`src/rtl/ballot_unit.sv`:
```
// rtl/ballot_unit.sv - armed single-voter ballot front end: debounce, multi-press reject, timeout, one-hot vote
module ballot_unit #(
    parameter int DEBOUNCE_CYCLES = 4,
    parameter int TIMEOUT_CYCLES  = 1000,
    parameter int CW              = 21
) (
    input  logic          clk,
    input  logic          rst,
    input  logic          arm,
    input  logic [3:0]    btn,
    output logic [3:0]    vote,
    output logic          ready,
    output logic          cast_done,
    output logic          err_multi,
    output logic          timeout,
    output logic [CW-1:0] ballots
);

    localparam int DW = $clog2(DEBOUNCE_CYCLES + 1);
    localparam int TW = $clog2(TIMEOUT_CYCLES + 1);
    localparam logic [DW-1:0] D_LAST = DW'(DEBOUNCE_CYCLES - 1);
    localparam logic [TW-1:0] T_LAST = TW'(TIMEOUT_CYCLES - 1);

    typedef enum logic [2:0] {
        S_IDLE,
        S_ARMED,
        S_DEBOUNCE,
        S_CAST,
        S_RELEASE
    } state_t;

    state_t        state, state_n;
    logic [3:0]    cap, cap_n;
    logic [DW-1:0] dcnt, dcnt_n;
    logic [TW-1:0] tcnt, tcnt_n;
    logic          multi_seen;
    logic          err_n, to_n;
    logic          one_hot, multi, expire, open_n;

    assign one_hot = (btn != 4'd0) && ((btn & (btn - 4'd1)) == 4'd0);
    assign multi   = (btn != 4'd0) && !one_hot;
    assign expire  = ((state == S_ARMED) || (state == S_DEBOUNCE)) && (tcnt == T_LAST);
    assign open_n  = (state_n == S_ARMED) || (state_n == S_DEBOUNCE);

    always_comb begin
        state_n = state;
        cap_n   = cap;
        dcnt_n  = dcnt;
        tcnt_n  = tcnt;
        err_n   = 1'b0;
        to_n    = 1'b0;
        case (state)
            S_IDLE: begin
                if (arm) begin
                    state_n = S_ARMED;
                    tcnt_n  = '0;
                end
            end
            S_ARMED: begin
                // expiry wins over capture and over the multi-press error
                if (expire) begin
                    state_n = S_IDLE;
                    to_n    = 1'b1;
                end else begin
                    tcnt_n = tcnt + 1'b1;
                    if (one_hot) begin
                        cap_n   = btn;
                        dcnt_n  = '0;
                        state_n = S_DEBOUNCE;
                    end else if (multi && !multi_seen) begin
                        err_n = 1'b1;
                    end
                end
            end
            S_DEBOUNCE: begin
                if (expire) begin
                    state_n = S_IDLE;
                    to_n    = 1'b1;
                end else begin
                    tcnt_n = tcnt + 1'b1;
                    if (btn == cap) begin
                        if (dcnt == D_LAST) state_n = S_CAST;
                        else                dcnt_n  = dcnt + 1'b1;
                    end else begin
                        state_n = S_ARMED;
                    end
                end
            end
            S_CAST:    state_n = S_RELEASE;
            S_RELEASE: if (btn == 4'd0) state_n = S_IDLE;
            default:   state_n = S_IDLE;
        endcase
    end

    always_ff @(posedge clk) begin
        if (rst) begin
            state      <= S_IDLE;
            cap        <= 4'd0;
            dcnt       <= '0;
            tcnt       <= '0;
            multi_seen <= 1'b0;
            vote       <= 4'd0;
            ready      <= 1'b0;
            cast_done  <= 1'b0;
            err_multi  <= 1'b0;
            timeout    <= 1'b0;
            ballots    <= '0;
        end else begin
            state      <= state_n;
            cap        <= cap_n;
            dcnt       <= dcnt_n;
            tcnt       <= tcnt_n;
            // remembers an ongoing multi-press so a held one errors only once
            multi_seen <= (state == S_ARMED) && multi;
            vote       <= (state == S_CAST) ? cap : 4'd0;
            cast_done  <= (state == S_CAST);
            ready      <= open_n;
            err_multi  <= err_n;
            timeout    <= to_n;
            if ((state == S_CAST) && !(&ballots)) ballots <= ballots + 1'b1;
        end
    end

endmodule

```
`config.mk`:
```
export PLATFORM = sky130hd
export DESIGN_NAME = ballot_unit
export DESIGN_NICKNAME = d
export VERILOG_FILES = /design/src/rtl/ballot_unit.sv
export SDC_FILE = /design/constraint.sdc
export NUM_CORES = 1
export LEC_CHECK = 0
export ABC_AREA = 1
export BUFFER_PORTS_ARGS = -buffer_cell sky130_fd_sc_hd__buf_2
export CORE_MARGIN = 4
export CORE_UTILIZATION = 57
export DETAILED_ROUTE_END_ITERATION = 6
export MAX_ROUTING_LAYER = met4
export PLACE_DENSITY = 0.77
export REMOVE_ABC_BUFFERS = 1
export SYNTH_ARGS = -nofsm -noshare
export SYNTH_HDL_FRONTEND = slang
export SYNTH_SLANG_ARGS = --single-unit
export TNS_END_PERCENT = 100
```
`constraint.sdc`:
```
create_clock -name clk -period 1.9 [get_ports clk]
set_input_delay 0.38 -clock clk [delete_from_list [all_inputs] [get_ports clk]]
set_output_delay 0.38 -clock clk [all_outputs]
set_load 0.02 [all_outputs]
```
-- Yosys cells after proc, flatten, opt, wreduce, memory -nomap -nowiden
Cells that the tools add are included.
- input port bits: 7
- register bits after elaboration: 50
- output and inout port bits: 29
- bitwise operators: 5
- equal/unequal tests: 16
- mux-type cells: 19
- $add $sub $neg: 4
- reductions and logical operators: 25
- operator list (kind ; number):
    $mux W3 ; 12
    $add A21 B1 Y21 const B ; 1
    $reduce_and A21 Y1 ; 1
    $mux W10 ; 2
    $pmux W10 S2 ; 1
    $pmux W3 S5 ; 1
    $eq A3 B2 Y1 const B ; 4
    $ne A2 B2 Y1 const B ; 6
    $add A10 B1 Y10 const B ; 1
    $eq A10 B10 Y1 const B ; 1
    $logic_not A4 Y1 ; 2
    $eq A3 B1 Y1 const B ; 2
    $logic_and A1 B1 Y1 ; 6
    $pmux W3 S2 ; 1
    $reduce_and A3 Y1 ; 2
    $reduce_and A6 Y1 ; 1
    $reduce_or A2 Y1 ; 3
    $and A4 B4 Y4 ; 1
    $eq A4 B4 Y1 ; 1
    $not A1 Y1 ; 4
    $reduce_bool A2 Y1 ; 2
    $reduce_bool A4 Y1 ; 1
    $reduce_or A4 Y1 ; 1
    $sub A4 B1 Y4 const B ; 1
    other kinds (7) ; 11

-- Logic depth before layout (Yosys ltp)
- depth in word-level cells: 9
- depth in mapped cells: 11
- depth with buffers taken out: 11

-- Worst setup path after synthesis
Ideal clock, no wire load.
- path type: register to register
- start: register ballots[0]
- end: register ballots[17]
- data arrival time: 1664 ps
- cell stages (with the launch flop): 11
- path slack: 168 ps
- buffers on the path: 1
- setup time: 68 ps
- cells stage by stage: dfxtp_1 -> ha_1 -> nand2_2 -> nor2_4 -> nand2_2 -> nor2_4 -> nand2_4 -> nand2_8 -> buf_6 -> nand2_1 -> a21oi_2
- cells in the longest elaborated chain, start to end: 3
- elaborated cells between the ends (all ways): 4
- those cells by class: 1 x add/sub; 3 x reduce/logical
- ends and longest elaborated chain (what ; RTL line ; text):
    from (decl) ; 16 ; output logic [CW-1:0] ballots
    from (signal assigned) ; 120 ; if ((state == S_CAST) && !(&ballots)) ballots <= ballots + 1'b1;
    parallel branches: the longest is 3 deep, another holds $add A21 B1 Y21 ; - ;
Several ways; the timed one is not identified.
A chain may end at the register's enable or synchronous reset.

-- Worst setup path in the final report
- start: register ballots[1]
- end: register ballots[15]
Same word-level chain as after synthesis.

==> results.json <==
{
  "chipHeight_um": 77.1,
  "synth_cell_types": 28,
  "gr-total-overflow": 0,
  "cts_tree": "built",
  "syn_area_mm2": 0.00272,
  "synth_cells": 414,
  "setup-tns-final_ps": 0,
  "maxSlewViolCount": 0,
  "routed_wl_um": 6030,
  "cts-root-buf": "clkbuf_8",
  "start_kind": "register",
  "synth_area_leader_cell": "dfxtp_1",
  "synth-seq-cells": 50,
  "hold_end": "cap[3]",
  "end_kind": "register",
  "initial_core_util": 0.609,
  "r2r-end": "ballots[15]",
  "wl_per_cell_um": 11.9,
  "synth_edf_count": 0,
  "fin_nets": 466,
  "max_cap_violations": 0,
  "finClkSkew_ps": 6.57,
  "synth_ff_type": "dfxtp_1",
  "status": "finished, final reports clean",
  "yosys-top-cells-area": "dfxtp_1 (37%), nand2_1 (16%), nor2_1 (7.2%), inv_1 (6.8%), nand3_1 (6.3%)",
  "viasPerCell": 5.22,
  "synth-simple-area-share": 0.392,
  "drt_iter0_markers": 229,
  "holdPathStages": 3,
  "cts_buffers": 5,
  "grt_start_max_net_pins": 20,
  "worst_skew_pair.late_latency_ps": 300,
  "holdCritStartpoint": "btn[3]",
  "drc": 0,
  "cts.htree.levels": 2,
  "leakage_nw": 1.35,
  "yosysWarnings": 0,
  "synth_top_cell_area_share": 0.368,
  "antenna_found_initial": 0,
  "finalHoldViolations": 0,
  "peakVddDrop_mv": 0.467,
  "fin_util": 0.683,
  "diodes": 0,
  "required_ps": 2140,
  "fmax_ghz": 0.605,
  "post_cts_buffers": 0,
  "first_global_vias": 2324,
  "seq_area_frac_synth": 0.368,
  "dieArea_mm2": 0.00595,
  "synth_fa_ha_area_frac": 0.0184,
  "first_pass_iters": 4,
  "core_mm2": 0.00447,
  "synth_top_family_by_area": "simple AND/OR/NAND/NOR gates",
  "synth_compound_area_frac": 0.0901,
  "synthXorXnorAreaFrac": 0.0354,
  "worstPathArrival_ps": 1900,
  "crit_type": "reg -> reg",
  "dp_hpwl_um": 4560,
  "area_growth_pct": 12.3,
  "r2r-start": "ballots[1]",
  "rows": 24,
  "ios": 36,
  "setup_viol": 0,
  "clkSlewWorstSetupHoldPaths_ps": 90,
  "drive_gt1_frac": 0.167,
  "synthMuxAreaShare": 0,
  "whs_ps": 402,
  "power_mw": 1.85,
  "cts.sinks": 50,
  "ff2ff_path_depth": 8,
  "syn-mean-instance-area_um2": 6.58,
  "cellPowerDensity_mw_per_mm2": 605,
  "ff2ff_setup_slack_ps": 250,
  "vias": 2647,
  "grt_pass1_wl_um": 10600,
  "relSlewSlack": 0.655,
  "fp.dieW_um": 77.1,
  "rsz0062_at_grt": "no",
  "post-route-period-util": 0.870,
  "cp_max_fo": 11,
  "port-buffer-count": 35,
  "tightestPinTransition_ps": 518,
  "clock_path_buffers": 2,
  "async_reset_ff_frac": 0,
  "drtAntennaViolNets": 0,
  "hold_path.class": "in -> reg",
  "min_period_ps": 1650,
  "place.gp.congestion": 0.928,
  "grt_usage": 0.219
}
==> how the worst max path moves through the flow <==
stage,start,end,slack (ps),cells past startpoint
6_report,ballots[1],ballots[15],250,8
5_1_grt,tcnt[0],ready,40,11
4_1_cts,tcnt[0],ready,190,11
3_5_place_dp,ballots[1],ballots[15],9,8
3_3_place_gp,ballots[1],ballots[17],40,8
2_1_floorplan,ballots[0],ballots[17],190,8
==> state kept, by name (all words and copies together), names as in the netlist <==
register and cells:
dcnt 3, cast_done 1, err_multi 1, ready 1
vote 4, tcnt 10, ballots 21, multi_seen 1
timeout 1, cap 4, state 3
==> Yosys cell counts, types with 2 or more instances <==
library cell  count
a21oi_1          30
a21oi_2           3
buf_2             3
buf_6             2
clkbuf_1          4
dfxtp_1          50
ha_1              4
inv_1            49
inv_2             7
nand2_1         119
nand2_2           4
nand2_4           2
nand3_1          34
nand3_2           2
nand3b_1          2
nand4_1           9
nor2_1           52
nor2_2            2
nor2_4            2
nor3_1            6
o21ai_0          12
xnor2_1           3
xor2_1            8
==> critical path, stage by stage, from the launching register on <==
cell and delay (ps):
dfxtp_1 350, ha_1 220, nand2_2 120, nor2_4 50, nand2_2 100, nor2_4 60
a21oi_2 440, nand2_1 130, a21oi_2 140
==> metal layers <==
layer | vias up | wire [um] | track usage | part of all wire
met5 | - | 0 | - | 0
met2 | 68 | 2670 | 0.341 | 0.44
met3 | 7 | 366 | 0.0351 | 0.061
met4 | 0 | 59 | 0.0587 | 0.0098
met1 | 1182 | 2940 | 0.295 | 0.49
li1 | 1390 | - | - | -
==> where the power goes <==
| part | internal, mW | switching [mW] |
|---|---|---|
| logic | 0.0472 | 0.113 |
| registers | 1.06 | 0.0110 |
| clock network | 0.255 | 0.359 |
==> kinds of logic after synthesis <==
family,count (synthesis)
AO/OA/AOI/OAI,46
XOR/XNOR,11
buffers and inverters,65
adder cells (fa/ha/maj),4
AND/OR/NAND/NOR,238
flip-flops,50
==> layout by cell type, fill, tap and decap left out, types with 3 or more instances in the layout <==
cell type    n
nand2_1    119
nor2_1      52
inv_1       49
dfxtp_1     49
buf_2       35
nand3_1     34
a21oi_1     29
o21ai_0     12
nand4_1      9
xor2_1       8
buf_4        8
inv_2        7
nor3_1       6
clkbuf_8     5
nand2_2      4
a21oi_2      4
ha_1         4
xnor2_1      3
==> timing repair <==
item                                    in CTS  in global routing
gates resized for setup                      1                  1
endpoints found under the setup margin       5                  1
hold buffers                                 0                  0
endpoints found under the hold margin        0                  0
==> per-stage QoR <==
step	std cells	cell area (um^2)	setup WS, ps
after global routing	507	3060	40.1
after global placement	500	2970	36.9
after CTS	507	3060	189
final	507	3060	246
after detailed placement	500	2970	8.77
after floorplan	405	2670	188
==> cell type report <==
type / count / area [um^2]
Clock inverter: 2 / 13.8
Inverter: 56 / 210
Sequential cell: 50 / 1000
Fill cell: 396 / 1420
Timing Repair Buffer: 43 / 235
Multi-Input combinational cell: 299 / 1460
Clock buffer: 5 / 68.8
Tap cell: 52 / 65.1
Power figures use the tool's default switching activity.
